===== config.mk =====
export PLATFORM = sky130hd
export DESIGN_NAME = bus_bridge_split_queue
export DESIGN_NICKNAME = d
export VERILOG_FILES = /design/src/rtl/bus_bridge_pkg.sv /design/src/rtl/bridge_req_fifo.sv /design/src/rtl/bus_bridge_split_queue.sv
export SDC_FILE = /design/constraint.sdc
export NUM_CORES = 1
export LEC_CHECK = 0
export CAP_MARGIN = 20
export CORE_ASPECT_RATIO = 0.9
export CORE_MARGIN = 4
export CORE_UTILIZATION = 40
export DETAILED_ROUTE_END_ITERATION = 7
export PLACE_DENSITY_LB_ADDON = 0.05
export SLEW_MARGIN = 40
export SYNTH_ARGS = -nofsm -noshare
export SYNTH_HDL_FRONTEND = slang
export SYNTH_SLANG_ARGS = --single-unit

===== constraint.sdc =====
create_clock -name clk -period 4.5 [get_ports clk]
set_clock_uncertainty 0.05 [all_clocks]
set_input_delay 0.9 -clock clk [delete_from_list [all_inputs] [get_ports clk]]
set_output_delay 0.9 -clock clk [all_outputs]
set_load 0.01 [all_outputs]

===== src/rtl/bus_bridge_pkg.sv =====
// Shared definitions for the split-transaction bus bridge.
//   - default parameter constants for the bridge
//   - downstream sequencer state encoding
//   - request queue entry layout {we, addr, wdata, id}
package bus_bridge_pkg;

    localparam int              BB_ADDR_W      = 12;
    localparam int              BB_DATA_W      = 8;
    localparam int              BB_ID_W        = 2;
    localparam int              BB_DEPTH       = 4;
    localparam logic [11:0]     BB_B_BASE      = 12'h800;
    localparam logic [11:0]     BB_OFFSET_MASK = 12'h0FF;
    localparam int              BB_TIMEOUT_CYC = 64;

    typedef enum logic [1:0] {
        ST_IDLE      = 2'd0,
        ST_REQ       = 2'd1,
        ST_WAIT_DATA = 2'd2,
        ST_RETURN    = 2'd3
    } bb_state_t;

    // Entry layout at the default widths; the queue itself stores the same
    // fields flattened so other widths can be used with bb_entry_w().
    typedef struct packed {
        logic                 we;
        logic [BB_ADDR_W-1:0] addr;
        logic [BB_DATA_W-1:0] wdata;
        logic [BB_ID_W-1:0]   id;
    } bb_entry_t;

    function automatic int bb_entry_w(input int addr_w, input int data_w, input int id_w);
        return 1 + addr_w + data_w + id_w;
    endfunction

endpackage


===== src/rtl/bridge_req_fifo.sv =====
// Request queue for the bus bridge: a DEPTH-entry circular buffer.
// Ports:
//   clk, rst_n          clock, synchronous active-low reset
//   i_push / i_wdata    write an entry (ignored when full)
//   i_pop               drop the head entry (ignored when empty)
//   o_rdata             head entry (valid when !o_empty)
//   o_full / o_empty    occupancy flags
//   o_count             number of stored entries
module bridge_req_fifo #(
    parameter int W     = 23,
    parameter int DEPTH = 4
) (
    input  logic                   clk,
    input  logic                   rst_n,
    input  logic                   i_push,
    input  logic [W-1:0]           i_wdata,
    input  logic                   i_pop,
    output logic [W-1:0]           o_rdata,
    output logic                   o_full,
    output logic                   o_empty,
    output logic [$clog2(DEPTH):0] o_count
);

    localparam int PW = $clog2(DEPTH);
    localparam int CW = PW + 1;

    logic [W-1:0]  r_mem [DEPTH];
    logic [PW-1:0] r_wr_ptr;
    logic [PW-1:0] r_rd_ptr;
    logic [CW-1:0] r_count;
    logic          w_push;
    logic          w_pop;

    assign o_full  = (r_count == CW'(DEPTH));
    assign o_empty = (r_count == '0);
    assign o_count = r_count;
    assign o_rdata = r_mem[r_rd_ptr];

    assign w_push = i_push && !o_full;
    assign w_pop  = i_pop && !o_empty;

    // Payload storage needs no reset; only pointers and count define validity.
    always_ff @(posedge clk) begin
        if (w_push) begin
            r_mem[r_wr_ptr] <= i_wdata;
        end
    end

    // DEPTH is a power of two, so the pointers wrap by natural overflow.
    always_ff @(posedge clk) begin
        if (!rst_n) begin
            r_wr_ptr <= '0;
            r_rd_ptr <= '0;
            r_count  <= '0;
        end else begin
            if (w_push) begin
                r_wr_ptr <= r_wr_ptr + 1'b1;
            end
            if (w_pop) begin
                r_rd_ptr <= r_rd_ptr + 1'b1;
            end
            case ({w_push, w_pop})
                2'b10:   r_count <= r_count + 1'b1;
                2'b01:   r_count <= r_count - 1'b1;
                default: r_count <= r_count;
            endcase
        end
    end

endmodule


===== src/rtl/bus_bridge_split_queue.sv =====
// Split-transaction bridge from upstream Bus A to downstream Bus B.
// Upstream requests are queued; a sequencer replays them on Bus B one at a
// time, in order. Reads return later on the a_rdata_* channel.
//
//   state      | meaning
//   -----------+----------------------------------------------------------
//   IDLE       | no transaction in flight; launch queue head if present
//   REQ        | b_req held with stable b_* until b_ack or timeout
//   WAIT_DATA  | read accepted by Bus B, waiting for b_rdata_valid
//   RETURN     | read data presented upstream until a_rdata_ready
//
// Ports:
//   clk, rst_n                         clock, synchronous active-low reset
//   a_req/a_we/a_addr/a_wdata/a_id     upstream request
//   a_ack, a_split_ack                 accept (combinational), accept-as-read
//   a_rdata/a_rdata_id/a_rdata_valid   split read return, a_rdata_ready takes it
//   b_req/b_we/b_addr/b_wdata          Bus B request, b_ack accepts it
//   b_rdata/b_rdata_valid              Bus B read data
//   q_count                            queued entries (head stays queued while in flight)
//   err_timeout                        one-cycle pulse on downstream timeout
module bus_bridge_split_queue
    import bus_bridge_pkg::*;
#(
    parameter int                ADDR_W      = BB_ADDR_W,
    parameter int                DATA_W      = BB_DATA_W,
    parameter int                ID_W        = BB_ID_W,
    parameter int                DEPTH       = BB_DEPTH,
    parameter logic [ADDR_W-1:0] B_BASE      = BB_B_BASE,
    parameter logic [ADDR_W-1:0] OFFSET_MASK = BB_OFFSET_MASK,
    parameter int                TIMEOUT_CYC = BB_TIMEOUT_CYC,
    parameter logic [DATA_W-1:0] ERR_DATA    = '1
) (
    input  logic                   clk,
    input  logic                   rst_n,
    input  logic                   a_req,
    input  logic                   a_we,
    input  logic [ADDR_W-1:0]      a_addr,
    input  logic [DATA_W-1:0]      a_wdata,
    input  logic [ID_W-1:0]        a_id,
    output logic                   a_ack,
    output logic                   a_split_ack,
    output logic [DATA_W-1:0]      a_rdata,
    output logic [ID_W-1:0]        a_rdata_id,
    output logic                   a_rdata_valid,
    input  logic                   a_rdata_ready,
    output logic                   b_req,
    output logic                   b_we,
    output logic [ADDR_W-1:0]      b_addr,
    output logic [DATA_W-1:0]      b_wdata,
    input  logic                   b_ack,
    input  logic [DATA_W-1:0]      b_rdata,
    input  logic                   b_rdata_valid,
    output logic [$clog2(DEPTH):0] q_count,
    output logic                   err_timeout
);

    localparam int               EW       = bb_entry_w(ADDR_W, DATA_W, ID_W);
    localparam int               TMO_W    = $clog2(TIMEOUT_CYC + 1);
    localparam logic [TMO_W-1:0] TMO_LOAD = TMO_W'(TIMEOUT_CYC - 1);

    logic              w_full;
    logic              w_empty;
    logic              w_pop;
    logic              w_tmo_hit;
    logic [EW-1:0]     w_push_entry;
    logic [EW-1:0]     w_head;
    logic              w_head_we;
    logic [ADDR_W-1:0] w_head_addr;
    logic [DATA_W-1:0] w_head_wdata;
    logic [ID_W-1:0]   w_head_id;

    bb_state_t         r_state;
    logic [TMO_W-1:0]  r_tmo;
    logic              r_b_req;
    logic              r_b_we;
    logic [ADDR_W-1:0] r_b_addr;
    logic [DATA_W-1:0] r_b_wdata;
    logic [DATA_W-1:0] r_a_rdata;
    logic [ID_W-1:0]   r_a_rdata_id;
    logic              r_a_rdata_valid;
    logic              r_err;

    assign a_ack        = a_req && !w_full;
    assign a_split_ack  = a_ack && !a_we;
    assign w_push_entry = {a_we, a_addr, a_wdata, a_id};
    assign {w_head_we, w_head_addr, w_head_wdata, w_head_id} = w_head;

    // Down-counter loaded on entry to REQ/WAIT_DATA; zero is the last
    // allowed cycle, so the error lands TIMEOUT_CYC cycles after entry.
    assign w_tmo_hit = (r_tmo == '0);

    // The head stays queued until its transaction fully completes.
    assign w_pop = ((r_state == ST_REQ) && r_b_we && (b_ack || w_tmo_hit)) ||
                   ((r_state == ST_RETURN) && a_rdata_ready);

    bridge_req_fifo #(
        .W     (EW),
        .DEPTH (DEPTH)
    ) u_fifo (
        .clk     (clk),
        .rst_n   (rst_n),
        .i_push  (a_ack),
        .i_wdata (w_push_entry),
        .i_pop   (w_pop),
        .o_rdata (w_head),
        .o_full  (w_full),
        .o_empty (w_empty),
        .o_count (q_count)
    );

    always_ff @(posedge clk) begin
        if (!rst_n) begin
            r_state         <= ST_IDLE;
            r_tmo           <= '0;
            r_b_req         <= 1'b0;
            r_b_we          <= 1'b0;
            r_b_addr        <= '0;
            r_b_wdata       <= '0;
            r_a_rdata       <= '0;
            r_a_rdata_id    <= '0;
            r_a_rdata_valid <= 1'b0;
            r_err           <= 1'b0;
        end else begin
            r_err <= 1'b0;
            case (r_state)
                ST_IDLE: begin
                    if (!w_empty) begin
                        r_b_req   <= 1'b1;
                        r_b_we    <= w_head_we;
                        r_b_addr  <= (w_head_addr & OFFSET_MASK) | B_BASE;
                        r_b_wdata <= w_head_we ? w_head_wdata : '0;
                        r_tmo     <= TMO_LOAD;
                        r_state   <= ST_REQ;
                    end
                end
                ST_REQ: begin
                    if (b_ack) begin
                        r_b_req <= 1'b0;
                        if (r_b_we) begin
                            r_state <= ST_IDLE;
                        end else begin
                            r_tmo   <= TMO_LOAD;
                            r_state <= ST_WAIT_DATA;
                        end
                    end else if (w_tmo_hit) begin
                        r_err   <= 1'b1;
                        r_b_req <= 1'b0;
                        if (r_b_we) begin
                            r_state <= ST_IDLE;
                        end else begin
                            r_a_rdata       <= ERR_DATA;
                            r_a_rdata_id    <= w_head_id;
                            r_a_rdata_valid <= 1'b1;
                            r_state         <= ST_RETURN;
                        end
                    end else begin
                        r_tmo <= r_tmo - 1'b1;
                    end
                end
                ST_WAIT_DATA: begin
                    if (b_rdata_valid) begin
                        r_a_rdata       <= b_rdata;
                        r_a_rdata_id    <= w_head_id;
                        r_a_rdata_valid <= 1'b1;
                        r_state         <= ST_RETURN;
                    end else if (w_tmo_hit) begin
                        r_err           <= 1'b1;
                        r_a_rdata       <= ERR_DATA;
                        r_a_rdata_id    <= w_head_id;
                        r_a_rdata_valid <= 1'b1;
                        r_state         <= ST_RETURN;
                    end else begin
                        r_tmo <= r_tmo - 1'b1;
                    end
                end
                ST_RETURN: begin
                    if (a_rdata_ready) begin
                        r_a_rdata_valid <= 1'b0;
                        r_state         <= ST_IDLE;
                    end
                end
                default: r_state <= ST_IDLE;
            endcase
        end
    end

    assign b_req         = r_b_req;
    assign b_we          = r_b_we;
    assign b_addr        = r_b_addr;
    assign b_wdata       = r_b_wdata;
    assign a_rdata       = r_a_rdata;
    assign a_rdata_id    = r_a_rdata_id;
    assign a_rdata_valid = r_a_rdata_valid;
    assign err_timeout   = r_err;

endmodule

# Yosys cells after proc, flatten, opt, wreduce, memory -nomap -nowiden
# Memories as Yosys holds them, arrays and structs flattened. A register that Yosys moved wholly into a read port is not among the register bits.
# Cells that the tools add are included.
# Widths: inputs -> output; s select.
[totals] register_bits=47 word_cells=109 memories=1 out_inout_bits=39 ram_bits=92 in_bits=37
[memory_table] name="u_fifo.r_mem" words=4 word_bits=23 read_ports=1 rd_clocked_by_memory_dff=1 wr=1 line="bridge_req_fifo.sv:27" source="logic [W-1:0] r_mem [DEPTH];"
[op_classes] bitwise_logic=1 mux=48 reduce_logical=26 n_eq_ne=15 addsub=5
[ops] op="$mux 8" n=6
[ops] op="$mux 7" n=5
[ops] op="$mux 2" n=15
[ops] op="$pmux 7 s3" n=1
[ops] op="$pmux 8 s2" n=1
[ops] op="$mux 1" n=14
[ops] op="$ne 2x2->1 const B" n=6
[ops] op="$ne 3x3->1 const B" n=3
[ops] op="$pmux 2 s4" n=1
[ops] op="$reduce_and 4->1" n=2
[ops] op="$logic_and 1x1->1" n=7
[ops] op="$logic_not 7->1" n=1
[ops] op="$sub 7x1->7 const B" n=1
[ops] op="$eq 2x2->1 const B" n=3
[ops] op="$pmux 3 s2" n=1
[ops] op="$reduce_and 6->1" n=1
[ops] op="$reduce_bool 2->1" n=3
[ops] op="$reduce_bool 3->1" n=2
[ops] op="$reduce_and 5->1" n=1
[ops] op="$add 2x1->2 const B" n=2
[ops] op="$eq 2x1->1 const B" n=2
[ops] op="$pmux 1 s2" n=2
[ops] op="$pmux 2 s2" n=1
[ops] op="$add 3x1->3 const B" n=1
[ops] op="10 further kinds" n=13

# Depth between registers and ports, before layout
[logic_depth] depth_word=7 ltp_mapped=12 mapped_depth_nobuf=11

# Hierarchy
# From an unflattened synthesis, not the netlist that was laid out.
[unflattened] cells_unflattened=405 hier_area_um2=5805.6
[by_module_without_submodules] module="bridge_req_fifo" cells_per_inst=174 instances=1 area_per_inst_um2=3836.2 seq_area_each_um2=2942.8
[by_module_without_submodules] module="bus_bridge_split_queue" cells_per_inst=231 instances=1 area_per_inst_um2=1969.4 seq_area_each_um2=800.8

# Least setup slack after synthesis
# No wires, ideal clock.
[synth_timing] kind="register to register" start="reg r_tmo[0]" end="reg u_fifo.r_count[2] (netlist: u_fifo.o_count[2])" arrival_time_ns=2.587 setup_time_ns=0.071 synth_period_minus_slack_ns=2.708 n_path_buf=0 slack_ns=1.792 stages_incl_launch_ff=12 required_time_ns=4.379 cell_sequence="dfxtp_1 inv_1 ha_1 nor3b_2 nand2_1 a21oi_1 ha_1 inv_1 fa_1 xor2_1 or3_1 a21oi_1"
[synth_between] elab_chain_len=7 elab_cells_between_ends=9 classes_between="eq/ne (2); mux (1); reduce/logical (6)"
[synth_rtl] item="start: declaration" line="bus_bridge_split_queue.sv:73" source="logic [TMO_W-1:0] r_tmo;"
[synth_rtl] item="start signal: assignment" line="bus_bridge_split_queue.sv:157" source="r_tmo <= r_tmo - 1'b1;"
[synth_rtl] item="start signal: assignment" line="bus_bridge_split_queue.sv:173" source="r_tmo <= r_tmo - 1'b1;"
[synth_rtl] item="$logic_not 7->1 (*)" line="bus_bridge_split_queue.sv:90" source="assign w_tmo_hit = (r_tmo == '0);"
[synth_rtl] item="$logic_or 1x1->1 (*)" line="bus_bridge_split_queue.sv:93" source="assign w_pop = ((r_state == ST_REQ) && r_b_we && (b_ack || w_tmo_hit)) ||"
[synth_rtl] item="$logic_and 1x1->1 (*)" line="bus_bridge_split_queue.sv:93"
[synth_rtl] item="$logic_or 1x1->1 (*)" line="bus_bridge_split_queue.sv:93"
[synth_rtl] item="$logic_and 1x1->1 (*)" line="bridge_req_fifo.sv:40" source="assign w_pop = i_pop && !o_empty;"
[synth_rtl] item="$eq 2x1->1 / $eq 2x2->1 (equally long branches)" line="bridge_req_fifo.sv:62" source="case ({w_push, w_pop})"
[synth_rtl] item="$pmux 3 s2 / $reduce_bool 2->1 (equally long branches)"
[synth_rtl] item="end signal: assignment" line="bridge_req_fifo.sv:63" source="2'b10: r_count <= r_count + 1'b1;"
[synth_rtl] item="end signal: assignment" line="bridge_req_fifo.sv:64" source="2'b01: r_count <= r_count - 1'b1;"
[synth_rtl] item="end signal: assignment" line="bridge_req_fifo.sv:65" source="default: r_count <= r_count;"
[synth_rtl] item="end: declaration" line="bridge_req_fifo.sv:30" source="logic [CW-1:0] r_count;"
# Mark *: on every way between the ends. The rest lies on a longest branch, timed or not.
# A chain may end at the register's enable or synchronous reset.

# Final worst setup path
[layout_timing] start="in a_req" end="out a_split_ack"
[layout_between] elab_chain_len=2
[layout_rtl] item="start: declaration" line="bus_bridge_split_queue.sv:35" source="input logic a_req,"
[layout_rtl] item="$logic_and 1x1->1" line="bus_bridge_split_queue.sv:83" source="assign a_ack = a_req && !w_full;"
[layout_rtl] item="$logic_and 1x1->1" line="bus_bridge_split_queue.sv:84" source="assign a_split_ack = a_ack && !a_we;"
[layout_rtl] item="end: declaration" line="bus_bridge_split_queue.sv:41" source="output logic a_split_ack,"
# No other way between the ends.

==> out/qor.yml <==
status:
  status: "complete, no violations"
clock_network:
  cts_max_level: 4
  cts_tree: "built"
  clock_path_buffers: 2
  hold_buffers: 0
  clk_latency_ps: 410
  cts_root_buf: "clkbuf_16"
  cts_resized: 0
  cts.reportedPaths.clkPinSlew_ps: 60
  cts_buffers: 17
  cts_setup_buffers: 0
  cts_sinks: 125
logic_synthesis:
  ys_ff_latch: 125
  ys.flop_type: "edfxtp_1"
  ys_seq_area_share_pct: 63.8
  syn-instance-count: 370
  synthArstFlopShare_pct: 0
  syn_area_um2: 5110
  synth_cell_types: 56
  avgSynthCellArea_um2: 13.8
  yosysWarningCount: 0
  synth_edf_count: 76
detailed_routing:
  drtIter0Drc: 209
  wl_mm: 10.9
  drtPass1Iterations: 5
  wl_per_cell_um: 17.5
  viasPerCell: 5.14
  ant_nets: 0
  drc: 0
  vias: 3191
global_routing:
  grt_start_max_net_pins: 36
  grt_pass1_wl_mm: 17.9
  gr-total-overflow: 0
  grt_pass1_vias: 3328
  antenna_found_initial: 0
  track_usage_pct: 16.0
place:
  post_dp_cell_area_um2: 5960
  port_buffers: 68
  dp_hpwl_mm: 6.81
  gp_congestion: 0.767
finish:
  stdcell_area_um2: 6620
  nNetsFinal: 497
  antenna-diode-count: 0
  final_cell_mix: "edfxtp_1 (76), clkdlybuf4s50_1 (68), dfxtp_1 (47), nand2_1 (36), a21oi_1 (22)"
  drive_gt1_share_pct: 14.5
  final_common_cell: "edfxtp_1"
  syn_to_final_growth_pct: 29.4
setup_path:
  crit_chain: "clkdlybuf4s50_1, a21boi_1, inv_1, nor2_1, clkdlybuf4s50_1"
  required_ps: 3550
  cpLargestDelayFamily: "buffers and inverters"
  slowest_delay_ps: 540
  cp-start-kind: "input pin"
  end_kind: "output pin"
  slowest_stage: "clkdlybuf4s50_1"
  crit_buf_inv: 3
  cp_max_fo: 8
  critPathKind: "input pin to output pin"
  critPathArrivalTime_ps: 2650
  regToRegSetupSlack_ps: 1280
  cp_common_cell: "clkdlybuf4s50_1"
timing:
  period_share_pct: 80.1
  min_period_ps: 3600
  setup_viol: 0
  worst_pin_slew_ps: 798
  relSlewSlack_pct: 46.7
  setup_tns_ps: 0
  rsz0062_at_grt: "false"
  fmax_ghz: 0.277
  slew_violations: 0
  finalHoldViolCount: 0
die:
  die_area_um2: 14700
  start_util_pct: 41.7
  num_rows: 38
  fp.dieH_um: 115
  coreArea_um2: 12300
  die_w_um: 127
  ios: 76
hold_path:
  hold_class: "flop to flop"
pwr:
  p_per_area_nw_per_um2: 552
  leakage_nw: 2.29
  vdd_drop_max_mv: 0.265
flow_run:
  maxCapViolations: 0
[logic make-up (layout without fill, tap and decap cells)]
family	count (synthesis)	in the layout	share of synthesized area, %
AO/OA/AOI/OAI	75	75	9.79
XOR/XNOR	3	3	0.514
adder cells (fa/ha/maj)	12	12	3.08
buffers and inverters	33	122	2.94
flip-flops	125	125	63.8
multiplexers	33	33	11.1
other	1	3	0.0733
AND/OR/NAND/NOR	88	88	8.66
[worst min-delay path, delay by kind of cell, from the launching register on]
| family | cells | cell delay [ps] |
|---|---|---|
| AND/OR/NAND/NOR | 1 | 50 |
| flip-flops | 1 | 310 |
| multiplexers | 1 | 50 |
[flip-flops by register name, indices dropped and copies added (netlist names), named ones only]
register / cells
a_rdata: 8
b_req: 1
err_timeout: 1
a_rdata_id: 2
u_fifo.r_wr_ptr: 2
r_tmo: 7
r_state: 1
a_rdata_valid: 1
u_fifo.o_count: 3
b_addr: 9
b_wdata: 8
u_fifo.r_mem: 76
b_we: 1
u_fifo.r_rd_ptr: 2
[synth_stat cells, types with 3 or more instances]
cell type,count,share of area [%]
dfxtp_1,49,19
ha_1,11,2.7
buf_4,4,0.59
or3_1,4,0.49
nor2_1,16,1.2
edfxtp_1,76,45
o21ai_0,18,1.8
a21oi_1,22,2.2
mux4_2,19,8.4
nand3_1,5,0.49
mux2i_1,13,2.5
nand2_1,36,2.6
a22o_1,9,1.5
o211ai_1,3,0.44
nor3_1,6,0.59
and2_1,4,0.49
clkbuf_1,8,0.59
inv_1,16,1.2
[area by class of cell]
type / instances / area [um^2]
clock buffers: 21 / 470
clock inverters: 11 / 188
fillers: 1036 / 5650
inverters: 16 / 60.1
multi-input cells: 214 / 1710
flip-flops and latches: 125 / 3270
well taps: 160 / 200
repair buffers: 74 / 726
[per-stage QoR]
step                      instances  hold slack (ps)  setup WS [ps]  util [%]  power (mW)
after global placement          589              392            890      48.6        2.16
final                           621              405            896      53.9        3.65
after floorplan                 372              395           1790         -        1.91
after CTS                       621              409            869      53.9        3.69
after global routing            621              424            759      53.9        3.85
after detailed placement        589              398            882      48.6        2.17
[layer usage]
layer  up-vias  wire length [um]  global-route usage (%)
li1       1548                 -                       -
met1      1541              5250                    22.1
met2        98              4970                    24.5
met3         4               570                    4.83
met4         0                68                    5.15
met5         -                 0                       0
[path summary, 6_finish.rpt]
check,startpoint,end,cells after the start
setup reg to reg,r_tmo[0],u_fifo.o_count[2],11
setup / recovery,a_req,a_split_ack,5
hold reg to reg,a_rdata[3],a_rdata[3],2
hold / removal,a_rdata[3],a_rdata[3],2
[power by group]
| part | internal [mW] | switching (mW) |
|---|---|---|
| clock network | 1.02 | 0.479 |
| logic | 0.330 | 0.403 |
| registers | 1.33 | 0.0839 |
| total | 2.69 | 0.966 |
No activity file was read; power rests on OpenSTA's default activity.
